==> src/rtl/multicycle_ctrl_pkg.sv <==
// riscv_definitions: shared types and opcode constants for the multicycle RV32I control path.
// Optional S_TRAP state exists only when RISCV_CTRL_ILLEGAL_TRAP_EN is defined.
package riscv_definitions;
  localparam logic [6:0] OPC_LOAD   = 7'b0000011;
  localparam logic [6:0] OPC_STORE  = 7'b0100011;
  localparam logic [6:0] OPC_OP     = 7'b0110011;
  localparam logic [6:0] OPC_OP_IMM = 7'b0010011;
  localparam logic [6:0] OPC_BRANCH = 7'b1100011;
  localparam logic [6:0] OPC_JAL    = 7'b1101111;
  localparam logic [6:0] OPC_JALR   = 7'b1100111;
  localparam logic [6:0] OPC_LUI    = 7'b0110111;
  localparam logic [6:0] OPC_AUIPC  = 7'b0010111;
  localparam logic [6:0] OPC_FENCE  = 7'b0001111;
  typedef enum logic [2:0] {IMM_I, IMM_IS, IMM_S, IMM_B, IMM_U, IMM_J} imm_src_t;
  typedef enum logic [1:0] {A_PC, A_OLDPC, A_RS1, A_ZERO} alu_src_a_t;
  typedef enum logic [1:0] {B_RS2, B_IMM, B_FOUR} alu_src_b_t;
  typedef enum logic [1:0] {RES_ALUOUT, RES_MEMDATA, RES_ALU} result_src_t;
  typedef enum logic [1:0] {ALU_ADD, ALU_SUB, ALU_FUNCT} alu_op_t;
  typedef enum logic [3:0] {
    S_FETCH, S_DECODE, S_MEMADR, S_MEMREAD, S_MEMWB, S_MEMWRITE, S_EXECR,
    S_EXECI, S_LUI, S_AUIPC, S_ALUWB, S_BRANCH, S_JALR, S_JAL
`ifdef RISCV_CTRL_ILLEGAL_TRAP_EN
    , S_TRAP
`endif
  } ctrl_state_t;
  // shift-immediates (funct3 001/101) use the shamt form of the I immediate
  function automatic imm_src_t imm_decode(input logic [6:0] opc, input logic [2:0] f3);
    case (opc)
      OPC_OP_IMM:         return (f3[1:0] == 2'b01) ? IMM_IS : IMM_I;
      OPC_STORE:          return IMM_S;
      OPC_BRANCH:         return IMM_B;
      OPC_LUI, OPC_AUIPC: return IMM_U;
      OPC_JAL:            return IMM_J;
      default:            return IMM_I;
    endcase
  endfunction
endpackage

==> src/rtl/multicycle_ctrl_branch_cond.sv <==
// branch_cond: branch-taken decision from funct3 and ALU flags.
// in: i_funct3, i_zero, i_lt, i_ltu; out: o_taken, o_illegal (funct3 010/011).
module branch_cond (
  input  logic [2:0] i_funct3,
  input  logic       i_zero,
  input  logic       i_lt,
  input  logic       i_ltu,
  output logic       o_taken,
  output logic       o_illegal
);
  logic flag;
  // funct3[0] inverts the base condition (beq/bne, blt/bge, bltu/bgeu)
  assign flag      = i_funct3[2] ? (i_funct3[1] ? i_ltu : i_lt) : i_zero;
  assign o_illegal = i_funct3[2:1] == 2'b01;
  assign o_taken   = !o_illegal && (flag ^ i_funct3[0]);
endmodule

==> src/rtl/multicycle_ctrl.sv <==
// multicycle_ctrl: main control FSM of the multicycle RV32I core.
// in: i_clk, i_rst (async, active-high), IR fields, ALU flags, i_mem_ready.
// out: memory strobes, write enables, mux selects, o_imm_src, o_bus_err, o_illegal.
// RISCV_CTRL_ILLEGAL_TRAP_EN: illegal encodings lock in S_TRAP instead of acting as NOPs.
module multicycle_ctrl
  import riscv_definitions::*;
#(
  parameter int MEM_TIMEOUT_CYCLES = 0
) (
  input  logic       i_clk,
  input  logic       i_rst,
  input  logic [6:0] i_opcode,
  input  logic [2:0] i_funct3,
  input  logic       i_funct7b5,
  input  logic       i_zero,
  input  logic       i_lt,
  input  logic       i_ltu,
  input  logic       i_mem_ready,
  output logic       o_mem_req,
  output logic       o_mem_we,
  output logic       o_adr_src,
  output logic       o_ir_we,
  output logic       o_pc_we,
  output logic       o_reg_we,
  output logic [1:0] o_alu_src_a,
  output logic [1:0] o_alu_src_b,
  output logic [1:0] o_result_src,
  output logic [1:0] o_alu_op,
  output imm_src_t   o_imm_src,
  output logic       o_bus_err,
  output logic       o_illegal
);
  // counter only needs to hold 0..MEM_TIMEOUT_CYCLES-1
  localparam int CW = MEM_TIMEOUT_CYCLES > 2 ? $clog2(MEM_TIMEOUT_CYCLES) : 1;
`ifdef RISCV_CTRL_ILLEGAL_TRAP_EN
  localparam ctrl_state_t S_ILL = S_TRAP;
`else
  localparam ctrl_state_t S_ILL = S_FETCH;
`endif
  ctrl_state_t state_q, state_d;
  logic [CW-1:0] cnt_q, cnt_d;
  logic taken, br_illegal, stall, timeout, unused_funct7b5;
  assign unused_funct7b5 = i_funct7b5;
  branch_cond u_branch_cond (
    .i_funct3 (i_funct3),
    .i_zero   (i_zero),
    .i_lt     (i_lt),
    .i_ltu    (i_ltu),
    .o_taken  (taken),
    .o_illegal(br_illegal)
  );
  assign stall   = MEM_TIMEOUT_CYCLES != 0 && o_mem_req && !i_mem_ready;
  assign timeout = stall && cnt_q == CW'(MEM_TIMEOUT_CYCLES - 1);
  assign o_bus_err = timeout;
`ifdef RISCV_CTRL_ILLEGAL_TRAP_EN
  assign o_illegal = !i_rst && state_q == S_TRAP;
`else
  assign o_illegal = 1'b0;
`endif
  assign o_imm_src = i_rst ? IMM_I : imm_decode(i_opcode, i_funct3);
  always_ff @(posedge i_clk or posedge i_rst)
    if (i_rst) begin
      state_q <= S_FETCH;
      cnt_q   <= '0;
    end else begin
      state_q <= state_d;
      cnt_q   <= cnt_d;
    end
  always_comb begin
    state_d = state_q;
    case (state_q)
      S_FETCH:    state_d = i_mem_ready ? S_DECODE : S_FETCH;
      S_DECODE:
        case (i_opcode)
          OPC_LOAD, OPC_STORE: state_d = S_MEMADR;
          OPC_OP:              state_d = S_EXECR;
          OPC_OP_IMM:          state_d = S_EXECI;
          OPC_BRANCH:          state_d = br_illegal ? S_ILL : S_BRANCH;
          OPC_JAL:             state_d = S_JAL;
          OPC_JALR:            state_d = S_JALR;
          OPC_LUI:             state_d = S_LUI;
          OPC_AUIPC:           state_d = S_AUIPC;
          OPC_FENCE:           state_d = S_FETCH;
          default:             state_d = S_ILL;
        endcase
      S_MEMADR:   state_d = i_opcode == OPC_STORE ? S_MEMWRITE : S_MEMREAD;
      S_MEMREAD:  state_d = i_mem_ready ? S_MEMWB : S_MEMREAD;
      S_MEMWRITE: state_d = i_mem_ready ? S_FETCH : S_MEMWRITE;
      S_EXECR, S_EXECI, S_LUI, S_AUIPC, S_JAL: state_d = S_ALUWB;
      S_JALR:     state_d = S_JAL;
`ifdef RISCV_CTRL_ILLEGAL_TRAP_EN
      S_TRAP:     state_d = S_TRAP;
`endif
      default:    state_d = S_FETCH;
    endcase
    if (timeout) state_d = S_FETCH;
    // a timeout in FETCH stays in FETCH, so it must clear the counter explicitly
    cnt_d = (timeout || state_d != state_q) ? '0 : stall ? cnt_q + 1'b1 : cnt_q;
  end
  always_comb begin
    o_mem_req    = 1'b0;
    o_mem_we     = 1'b0;
    o_adr_src    = 1'b0;
    o_ir_we      = 1'b0;
    o_pc_we      = 1'b0;
    o_reg_we     = 1'b0;
    o_alu_src_a  = A_PC;
    o_alu_src_b  = B_RS2;
    o_result_src = RES_ALUOUT;
    o_alu_op     = ALU_ADD;
    if (!i_rst)
      case (state_q)
        S_FETCH: begin
          o_mem_req    = 1'b1;
          o_ir_we      = i_mem_ready;
          o_pc_we      = i_mem_ready;
          o_alu_src_b  = B_FOUR;
          o_result_src = RES_ALU;
        end
        S_DECODE: begin
          o_alu_src_a = A_OLDPC;
          o_alu_src_b = B_IMM;
        end
        S_MEMADR, S_JALR: begin
          o_alu_src_a = A_RS1;
          o_alu_src_b = B_IMM;
        end
        S_MEMREAD: begin
          o_mem_req = 1'b1;
          o_adr_src = 1'b1;
        end
        S_MEMWB: begin
          o_result_src = RES_MEMDATA;
          o_reg_we     = 1'b1;
        end
        S_MEMWRITE: begin
          o_mem_req = 1'b1;
          o_mem_we  = 1'b1;
          o_adr_src = 1'b1;
        end
        S_EXECR: begin
          o_alu_src_a = A_RS1;
          o_alu_op    = ALU_FUNCT;
        end
        S_EXECI: begin
          o_alu_src_a = A_RS1;
          o_alu_src_b = B_IMM;
          o_alu_op    = ALU_FUNCT;
        end
        S_LUI: begin
          o_alu_src_a = A_ZERO;
          o_alu_src_b = B_IMM;
        end
        S_AUIPC: begin
          o_alu_src_a = A_OLDPC;
          o_alu_src_b = B_IMM;
        end
        S_ALUWB: o_reg_we = 1'b1;
        S_BRANCH: begin
          o_alu_src_a = A_RS1;
          o_alu_op    = ALU_SUB;
          o_pc_we     = taken;
        end
        S_JAL: begin
          o_alu_src_a = A_OLDPC;
          o_alu_src_b = B_FOUR;
          o_pc_we     = 1'b1;
        end
        default: ;
      endcase
  end
endmodule

==> config.mk <==
export PLATFORM = sky130hd
export DESIGN_NAME = multicycle_ctrl
export DESIGN_NICKNAME = d
export VERILOG_FILES = /design/src/rtl/multicycle_ctrl_pkg.sv /design/src/rtl/multicycle_ctrl_branch_cond.sv /design/src/rtl/multicycle_ctrl.sv
export SDC_FILE = /design/constraint.sdc
export NUM_CORES = 1
export LEC_CHECK = 0
export BUFFER_PORTS_ARGS = -buffer_cell sky130_fd_sc_hd__clkbuf_2
export CORE_ASPECT_RATIO = 0.6
export CORE_UTILIZATION = 30
export CTS_CLUSTER_DIAMETER = 50
export DETAILED_ROUTE_END_ITERATION = 6
export PLACE_DENSITY = 0.66
export SLEW_MARGIN = 20
export SYNTH_ARGS = -nofsm -noshare
export SYNTH_HDL_FRONTEND = slang
export SYNTH_SLANG_ARGS = --single-unit
==> constraint.sdc <==
create_clock -name i_clk -period 2.1 [get_ports i_clk]
set_clock_uncertainty 0.05 [all_clocks]
set_input_delay 0.42 -clock i_clk [delete_from_list [all_inputs] [get_ports i_clk]]
set_output_delay 0.42 -clock i_clk [all_outputs]
set_load 0.1 [all_outputs]
# Word-level counts from Yosys, hierarchy flattened
# Cells that the tools add are included.
dict set report op_classes {
  addsub 0
  n_mul 0
  div_mod_pow 0
  magnitude_cmp 0
  eq_ne 24
  shifts 0
  n_mux 32
  n_bitwise 1
  reduce_logical 14
}
# cell n
set ops {}
lappend ops {{case mux 4 bit (8 select lines)} 1}
lappend ops {{case mux 4 bit (7 select lines)} 1}
lappend ops {{== test 4 bit, second input constant} 6}
lappend ops {{== test 7 x 6 -> 1 bit, second input constant} 3}
lappend ops {{== test 7 bit, second input constant} 3}
lappend ops {{== test 4 x 3 -> 1 bit, second input constant} 4}
lappend ops {{2-to-1 mux 1 bit} 15}
lappend ops {{case mux 3 bit (5 select lines)} 1}
lappend ops {{== test 7 x 5 -> 1 bit, second input constant} 2}
lappend ops {{2-to-1 mux 3 bit} 4}
lappend ops {{case mux 2 bit (2 select lines)} 3}
lappend ops {{OR reduction 2 bit} 6}
lappend ops {{OR reduction 5 bit} 2}
lappend ops {{== test 4 x 2 -> 1 bit, second input constant} 2}
lappend ops {{2-to-1 mux 2 bit} 4}
lappend ops {{== test 7 x 2 -> 1 bit, second input constant} 1}
lappend ops {{case mux 2 bit (3 select lines)} 1}
lappend ops {{OR reduction 3 bit} 2}
lappend ops {{OR reduction 6 bit} 1}
lappend ops {{== test 2 x 1 -> 1 bit, second input constant} 2}
lappend ops {{== test 4 x 1 -> 1 bit, second input constant} 1}
lappend ops {{zero test 4 bit} 1}
lappend ops {{2-to-1 mux 4 bit} 1}
lappend ops {{case mux 1 bit (3 select lines)} 1}
lappend ops {{3 further kinds} 3}
dict set report word_totals {
  regBits 4
  latchBits 0
  mem_bits_rw 0
  romBits 0
  elab_cells 72
  mem_count 0
}

# Logic depth before layout (Yosys ltp)
# Gate-level depths: netlist (run 1).
dict set report depth {
  word_depth 6
  mapped_depth 5
}

# Modules after synthesis
# Synthesis (run 1) repeated with hierarchy kept, for this count alone.
dict set report unflattened {
  hier_cells 113
  area_unflattened_um2 814.5
}
# module instances cells_each area_per_inst_um2 seq_area_each_um2
set by_module_without_submodules {}
lappend by_module_without_submodules {multicycle_ctrl 1 106 759.5 100.1}
lappend by_module_without_submodules {branch_cond 1 7 55.1 0.0}

# Least setup slack after synthesis (run 1)
# OpenSTA, ideal clock, no wires.
dict set report synth_timing {
  kind {reg2out}
  start {register state_q[2]}
  end {output port o_alu_src_b[0]}
  t_arrival_ps 3082
  path_slack_ps -1452
  path_stages_with_launch 6
  path_cell_list {dfrtp_1 > clkbuf_1 > and2b_1 > nand2_1 > o211a_1 > nor3_1}
}
dict set report synth_between {
  elab_chain_cells 4
  word_cells_on_any_way 12
}
# item line_no
set synth_rtl {}
lappend synth_rtl {{start: declaration} multicycle_ctrl.sv:40} ;# ctrl_state_t state_q, state_d;
lappend synth_rtl {{start signal: assignment} multicycle_ctrl.sv:66} ;# state_q <= state_d;
lappend synth_rtl {{== test 4 x 1 -> 1 bit, or another cell as far along} multicycle_ctrl.sv:112} ;# case (state_q)
lappend synth_rtl {{OR reduction 6 bit (no line) / OR reduction 2 bit (equally long branches)} -}
lappend synth_rtl {{case mux 2 bit (2 select lines) (*)} multicycle_ctrl.sv:112}
lappend synth_rtl {{2-to-1 mux 2 bit (*)} multicycle_ctrl.sv:111} ;# if (!i_rst)
lappend synth_rtl {{end: declaration} multicycle_ctrl.sv:26} ;# output logic [1:0] o_alu_src_b,
# Every way passes the cells marked *; elsewhere a longest branch is shown, timed or not.

# Final worst setup path (run 1)
dict set report layout_timing {
  start {register state_q[3]}
  end {output port o_pc_we}
}
dict set report layout_between {
  elab_chain_cells 3
  word_cells_on_any_way 5
}
# item line_no
set layout_rtl {}
lappend layout_rtl {{== test 4 bit / zero test 4 bit (equally long branches)} multicycle_ctrl.sv:112}
lappend layout_rtl {{case mux 1 bit (3 select lines) (*)} multicycle_ctrl.sv:112}
lappend layout_rtl {{2-to-1 mux 1 bit (*)} multicycle_ctrl.sv:111}
lappend layout_rtl {{end: declaration} multicycle_ctrl.sv:23} ;# output logic o_pc_we,
# Marks and branches as above.

==> results of run 1 <==
## report_power, final
group | internal (mW) | switching, mW
sequential | 0.111 | 0.0608
clock | 0.122 | 0.0394
combinational | 0.625 | 0.953
total | 0.859 | 1.05
## cell families (layout without fill, tap and decap cells)
family          Yosys count  in the layout
compound gates           28             28
xor+xnor                  3              3
buf+inv                  16             61
flops                     4              4
mux                       1              1
other cells               1              2
simple gates             61             61
## worst paths after layout
kind                             start  depth (start not counted)  slack (ns)          to
hold / removal                   i_rst                          2        0.17  state_q[1]
setup reg to reg            state_q[3]                          6        0.38  state_q[3]
hold reg to reg             state_q[1]                          2        0.72  state_q[1]
min in group i_clk         i_mem_ready                          3        0.64  state_q[0]
setup / recovery            state_q[3]                          6        0.01     o_pc_we
max in group asynchronous        i_rst                          2        1.66  state_q[2]
## area by class of cell
class                      instances  area (um2)  share of cell area, %
multi-input combinational         95       754.5                  49.39
tap                               30       37.54                  2.457
inverter                           6       22.52                  1.474
clock buffer                       3       41.29                  2.703
timing repair buffer              52       566.8                  37.10
sequential                         4       105.1                  6.880
## cells in the final DEF, fill, tap and decap left out, types with 2 or more instances in the layout
| cell type | netlist | layout |
|---|---|---|
| buf_4 | 2 | 18 |
| buf_12 | 0 | 17 |
| clkbuf_2 | 0 | 15 |
| nor2_1 | 9 | 8 |
| nor2b_1 | 8 | 7 |
| a21oi_1 | 8 | 6 |
| inv_1 | 6 | 5 |
| nand2_1 | 6 | 5 |
| nor3_4 | 0 | 5 |
| o21ai_0 | 4 | 4 |
| nand2b_1 | 4 | 4 |
| and3_1 | 7 | 4 |
| dfrtp_2 | 0 | 4 |
| nand4_1 | 3 | 3 |
| and3_4 | 0 | 3 |
| clkbuf_8 | 0 | 3 |
| and2_2 | 1 | 2 |
| a211oi_1 | 2 | 2 |
| nand3_1 | 2 | 2 |
| a21o_1 | 2 | 2 |
| nand3b_1 | 2 | 2 |
| a21oi_4 | 0 | 2 |
| nor3b_1 | 2 | 2 |
| o311ai_0 | 2 | 2 |
| xnor2_1 | 3 | 2 |
| conb_1 | 1 | 2 |
## critical path, cell delays in order (launching register included)
cell and delay [ns]:
dfrtp_2 0.43, buf_6 0.14, and3_4 0.18, a21oi_1 0.04, or3_4 0.34, o21ai_4 0.08, buf_12 0.19
## through the flow
stage / utilization [%] / instances / setup WS (ns) / setup TNS, ns
global route: 67.09 / 190 / -0.02778 / -0.06882
detailed placement: 60.33 / 179 / -0.03662 / -0.03662
CTS: 64.23 / 185 / 0.001872 / 0
finish: 67.09 / 190 / 0.01359 / 0
floorplan: - / 115 / -0.1411 / -0.3502
global placement: 60.33 / 179 / 0.03904 / 0
## timing repair
item                                    in CTS  in global routing
resized for setup                            6                 10
endpoints found under the hold margin        0                  0
endpoints found under the setup margin       6                  8
buffers inserted                             3                  5
pin swaps                                    0                  4
## metal layers
layer	global-route usage [%]	wire (um)	part of all wire, %	vias up
met3	1.389	246	8.6	6
met1	29.43	1217	43	483
li1	-	-	-	506
met5	0	0	0	-
met2	38.89	1363	48	57
met4	6.915	34	1.2	0
==> impl_metrics.csv, run 1 <==
group,metric,value,unit
status,status,"finished clean",
clocking,clk_latency,0.21,ns
route,viasPerCell,5.537,
floorplanning,dieArea,2735,um2
setup_path,required,1.63,ns
route,drt-total-wl,2861,um
finish,design_area,1528,um2
setup_path,cp_max_fo,6,
synthesis,async_reset_ff_share,100.0,%
synthesis,synth_fa_ha_area_share,0,%
grt,antenna_found_initial,0,
power_and_ir_drop,powerDensity,1252,nW/um2
finish,largest_reg_flops,4,
synthesis,synth_common_cells,"nor2_1, a21oi_1, nor2b_1",
synthesis,synthSimpleGateAreaFrac,47.27,%
synthesis,ys_dominant_reg_cell,"dfrtp_1",
placement,dpl_cell_area,1374,um2
setup_path,crit_type,"reg2out",
synthesis,syn_area,757.0,um2
synthesis,syn_area_per_cell,6.640,um2
grt,grt_pass1_vias,880,
clocking,clk_pin_slew,0.03,ns
floorplanning,fp-row-count,13,
synthesis,yosysMostFrequentCell,"nor2_1",
clocking,cts_root_buf,"clkbuf_8",
synthesis,synth-xor-area-share,3.471,%
finish,nFillCells,196,
timing,fin_crit_sh,99.35,%
power_and_ir_drop,p_leak,0.6730,nW
clocking,numCtsBuffers,3,
placement,dp_hpwl,2125,um
clocking,clockBufferDepth,2,
synthesis,synth-seq-cells,4,
synthesis,muxShareOfSynthArea,1.322,%
power_and_ir_drop,power,1.912,mW
synthesis,netlist.area_leader.share,13.22,%
synthesis,synth_top_family_by_area,"simple AND/OR/NAND/NOR gates",
floorplanning,num_io_pins,36,
placement,place_congestion,0.9063,
finish,regMostFlops,"state_q",
floorplanning,die_y,40.91,um
grt,grt_start_max_net_pins,14,
finish,drive_gt1_share,54.37,%
timing,setup_viol,0,
timing,hold_viol,0,
floorplanning,die_w,66.85,um
clocking,cts_tree,"built",
timing,drv_slew,0,
timing,max_freq,479.3,MHz
setup_path,critPathLaunchType,"flip-flop",
synthesis,ys_warn_count,0,
synthesis,synth_compound_area_share,24.96,%
clocking,cts_num_sinks,4,
clocking,cts_hold_buf,0,
finish,layout.nets,179,
power_and_ir_drop,max-vdd-ir-drop,0.0009598,V
finish,area_growth,101.8,%
route,first_pass_iters,4,
timing,whs,0.1677,ns
grt,grt_usage,21.97,%
setup_path,critPathCaptureType,"primary output",
timing,period_needed,2.086,ns
placement,port_buffers,32,
min_path,min_path_type,"in2async",
synthesis,synth_top_cell_by_area,"dfrtp_1",
grt,grt-ovfl-total,0,
synthesis,syn-instance-count,114,
synthesis,ys_top_cells_by_area,"dfrtp_1, nor2b_1, and3_1",
route,detail_route.wl_per_cell,15.06,um
route,drc,0,
clocking,cts_max_level,1,
finish,top_regs,"state_q: 4 flops",
synthesis,synth-edff-count,0,
floorplanning,core_area,2277,um2
route,detail-route-antenna-nets,0,
synthesis,synth.distinct_cells,44,
route,vias,1052,
finish,antenna_cells,0,
setup_path,cp.arrival,1.62,ns
floorplanning,start_util,33.24,%
grt,grt_pass1_wl,4278,um
route,drt_iter0_drc,41,
timing,rsz0062_at_grt,"yes",
job,drv_cap,0,
synthesis,synth-seq-area-share,13.22,%
(Power assumes the default switching activity.)
==> run 2, diff against run 1 <==
--- a/config.mk
+++ b/config.mk
@@ -8,6 +8,7 @@
 export BUFFER_PORTS_ARGS = -buffer_cell sky130_fd_sc_hd__clkbuf_2
 export CORE_ASPECT_RATIO = 0.6
 export CORE_UTILIZATION = 30
+export CTS_BUF_LIST = sky130_fd_sc_hd__clkbuf_4
 export CTS_CLUSTER_DIAMETER = 50
 export DETAILED_ROUTE_END_ITERATION = 6
 export PLACE_DENSITY = 0.66
==> impl_metrics.csv, run 2 (synthesis results as in run 1) <==
group,metric,value,unit
clocking,cts_root_buf,"clkbuf_4",
min_path,min_path_type,"in2async",
status,violations,"negative setup slack",
timing,max_freq,473.9,MHz
grt,antenna_found_initial,0,
finish,area_growth,102.6,%
finish,drive_gt1_share,55.28,%
clocking,cts_tree,"built",
timing,setup_viol,1,
clocking,clk_pin_slew,0.04,ns
finish,antenna_cells,0,
floorplanning,die_y,40.91,um
timing,fin_crit_sh,100.5,%
timing,fin_ws,-0.01029,ns
clocking,numCtsBuffers,3,
clocking,clk_latency,0.23,ns
route,viasPerCell,5.471,
route,detail-route-antenna-nets,0,
setup_path,cp.arrival,1.64,ns
power_and_ir_drop,p_leak,0.6758,nW
grt,grt-ovfl-total,0,
finish,top_regs,"state_q: 4 flops",
finish,final_common_cell,"buf_4",
finish,largest_reg_flops,4,
setup_path,cp_max_fo,8,
setup_path,critPathLaunchType,"flip-flop",
timing,setup-tns-final,-0.01029,ns
clocking,cts_max_level,1,
setup_path,crit_type,"reg2out",
power_and_ir_drop,power,1.905,mW
floorplanning,fp-row-count,13,
grt,grt_usage,21.90,%
grt,grt_pass1_wl,4271,um
route,drt_iter0_drc,60,
status,status,"complete, but fails checks",
placement,place_congestion,0.9063,
route,drc,0,
floorplanning,num_io_pins,36,
finish,regMostFlops,"state_q",
finish,final_util,67.36,%
timing,drv_slew,0,
setup_path,critPathCaptureType,"primary output",
job,drv_cap,0,
timing,hold_viol,0,
finish,layout.nets,180,
clocking,clockBufferDepth,2,
floorplanning,core_area,2277,um2
placement,placed_cells_incl_taps,179,
grt,grt_start_max_net_pins,14,
route,detail_route.wl_per_cell,15.05,um
setup_path,required,1.63,ns
floorplanning,die_w,66.85,um
grt,grt_pass1_vias,881,
placement,port_buffers,32,
clocking,cts_num_sinks,4,
placement,dp_hpwl,2125,um
finish,final_cell_mix,"buf_4, buf_12, clkbuf_2, nor2_1, nor2b_1",
route,first_pass_iters,4,
timing,period_needed,2.110,ns
route,drt-total-wl,2875,um
route,vias,1045,
timing,rsz0062_at_grt,"yes",
power_and_ir_drop,powerDensity,1242,nW/um2
power_and_ir_drop,max-vdd-ir-drop,0.0009646,V
finish,stdcell_count,191,
floorplanning,dieArea,2735,um2
floorplanning,start_util,33.24,%
-- run 2: area by class of cell --
cell class	count	area [um2]
inverter	6	22.52
sequential	4	105.1
clock buffer	3	22.52
fill	191	743.2
timing repair buffer	53	574.3
multi-input combinational	95	772.0
tap	30	37.54
-- run 2: power by group --
group          switching, mW  internal, mW  leakage, nW
clock network         0.0322        0.0640       0.0138
logic                  0.978         0.660        0.615
registers             0.0603         0.111       0.0471
-- run 2: worst max-delay path: stages, from the launching register on --
cell and delay (ns):
dfrtp_2 0.48, and2b_2 0.26, a21oi_1 0.17, o22ai_1 0.11
and2_2 0.22, buf_12 0.16
-- run 2: worst paths after layout --
path / from / to / slack [ns] / depth (start not counted)
worst max-delay path: state_q[2] / o_alu_src_a[1] / -0.01 / 5
worst min-delay path: i_rst / state_q[0] / 0.16 / 2
worst max register to register: state_q[3] / state_q[3] / 0.41 / 6
worst min register to register: state_q[1] / state_q[1] / 0.72 / 2
max in group asynchronous: i_rst / state_q[2] / 1.66 / 2
min in group i_clk: i_mem_ready / state_q[0] / 0.62 / 3
-- run 2: repair_timing --
item,in CTS,in global routing
setup buffers,3,7
setup endpoints to repair,7,9
pin swaps,0,6
hold buffers,0,0
gates resized for setup,7,12
cloned,0,0
-- run 2: stage by stage --
step | hold slack, ns | cell area [um2] | worst slack [ns]
after floorplan | 0.3966 | 920.9 | -0.1411
after global placement | 0.3775 | 1374 | 0.03904
after detailed placement | 0.3860 | 1374 | -0.03662
after CTS | 0.1328 | 1446 | -0.01483
after global routing | 0.1691 | 1534 | -0.05142
final | 0.1619 | 1534 | -0.01029
-- run 2: layer usage --
layer | track usage, % | wire, um | vias up
met5 | 0 | 0 | -
met2 | 38.89 | 1361 | 62
met3 | 1.389 | 251 | 6
li1 | - | - | 506
met4 | 6.915 | 33 | 0
met1 | 29.27 | 1229 | 471
==> run 3, diff against run 2 <==
--- a/config.mk
+++ b/config.mk
@@ -12,6 +12,7 @@
 export CTS_CLUSTER_DIAMETER = 50
 export DETAILED_ROUTE_END_ITERATION = 6
 export PLACE_DENSITY = 0.66
+export SKIP_CTS_REPAIR_TIMING = 1
 export SLEW_MARGIN = 20
 export SYNTH_ARGS = -nofsm -noshare
 export SYNTH_HDL_FRONTEND = slang
==> impl_metrics.csv, run 3 (synthesis results as in run 1) <==
group,metric,value,unit
min_path,min_path_type,"in2async",
setup_path,cp.arrival,1.68,ns
timing,max_freq,464.3,MHz
grt,grt_usage,21.16,%
power_and_ir_drop,p_leak,0.6895,nW
grt,antenna_found_initial,0,
floorplanning,fp-row-count,13,
floorplanning,die_y,40.91,um
finish,final_common_cell,"buf_4",
timing,fin_crit_sh,102.6,%
route,vias,1089,
finish,design_area,1541,um2
placement,place_congestion,0.9063,
timing,drv_slew,0,
finish,area_growth,103.6,%
placement,port_buffers,32,
floorplanning,die_w,66.85,um
placement,dp_hpwl,2125,um
route,drc,0,
timing,whs,0.1546,ns
clocking,cts_max_level,1,
timing,setup-tns-final,-0.1119,ns
timing,relSlewSlack,64.78,%
finish,largest_reg_flops,4,
finish,final_cell_mix,"buf_4, buf_12, clkbuf_2, nor2_1",
placement,placed_cells_incl_taps,179,
finish,layout.nets,181,
finish,drive_gt1_share,55.56,%
grt,grt_start_max_net_pins,14,
setup_path,crit_type,"reg2out",
status,violations,"negative setup slack",
route,detail-route-antenna-nets,0,
clocking,numCtsBuffers,3,
setup_path,critPathCaptureType,"primary output",
power_and_ir_drop,powerDensity,1233,nW/um2
timing,rsz0062_at_grt,"yes",
timing,fin_ws,-0.05374,ns
finish,top_regs,"state_q: 4 flops",
power_and_ir_drop,power,1.900,mW
clocking,clk_pin_slew,0.04,ns
floorplanning,core_area,2277,um2
finish,antenna_cells,0,
grt,grt_pass1_wl,4146,um
clocking,cts_root_buf,"clkbuf_4",
finish,final_util,67.69,%
floorplanning,dieArea,2735,um2
clocking,cts_num_sinks,4,
clocking,cts_tree,"built",
setup_path,required,1.63,ns
power_and_ir_drop,max-vdd-ir-drop,0.0009366,V
job,drv_cap,0,
status,status,"complete, but fails checks",
timing,worst_slew_pin_slew,0.5251,ns
timing,period_needed,2.154,ns
timing,setup_viol,3,
setup_path,critPathLaunchType,"flip-flop",
floorplanning,num_io_pins,36,
grt,grt_pass1_vias,876,
grt,grt-ovfl-total,0,
route,detail_route.wl_per_cell,16.70,um
setup_path,cp_max_fo,7,
placement,dpl_cell_area,1374,um2
route,drt-total-wl,3206,um
route,drt_iter0_drc,70,
clocking,clk_latency,0.23,ns
floorplanning,start_util,33.24,%
timing,hold_viol,0,
finish,regMostFlops,"state_q",
route,viasPerCell,5.672,
finish,stdcell_count,192,
clocking,clockBufferDepth,2,
route,first_pass_iters,4,
placement,dpl_worst_slack,-0.03662,ns
run 3: layout make-up:
class                      count  area [um2]
multi-input combinational     95       772.0
fill                         193       735.7
timing repair buffer          54       581.8
sequential                     4       105.1
tap                           30       37.54
clock buffer                   3       22.52
inverter                       6       22.52
run 3: critical path, stage by stage (launching register included):
cell and delay [ns]:
dfrtp_2 0.46, buf_4 0.17, buf_4 0.13, xnor2_1 0.17, o22ai_1 0.13, and2_2 0.23
buf_12 0.16
run 3: path summary, 6_finish.rpt:
path	cells after the start	slack [ns]	to	startpoint
hold reg to reg	2	0.72	state_q[1]	state_q[1]
hold / removal	2	0.15	state_q[3]	i_rst
setup reg to reg	6	0.23	state_q[3]	state_q[3]
min in group i_clk	3	0.64	state_q[0]	i_mem_ready
setup / recovery	6	-0.05	o_alu_src_a[1]	state_q[3]
max in group asynchronous	2	1.67	state_q[0]	i_rst
run 3: metal layers:
layer	up-vias	GRT usage [%]	routed length (um)
met5	-	0	0
met4	0	7.447	104
met3	10	1.389	249
met2	73	35.61	1543
met1	493	29.27	1309
li1	513	-	-
run 3: power breakdown:
group / internal (mW) / leakage [nW] / switching (mW)
Sequential: 0.111 / 0.0471 / 0.0658
Clock: 0.0641 / 0.0138 / 0.0337
Combinational: 0.647 / 0.629 / 0.979
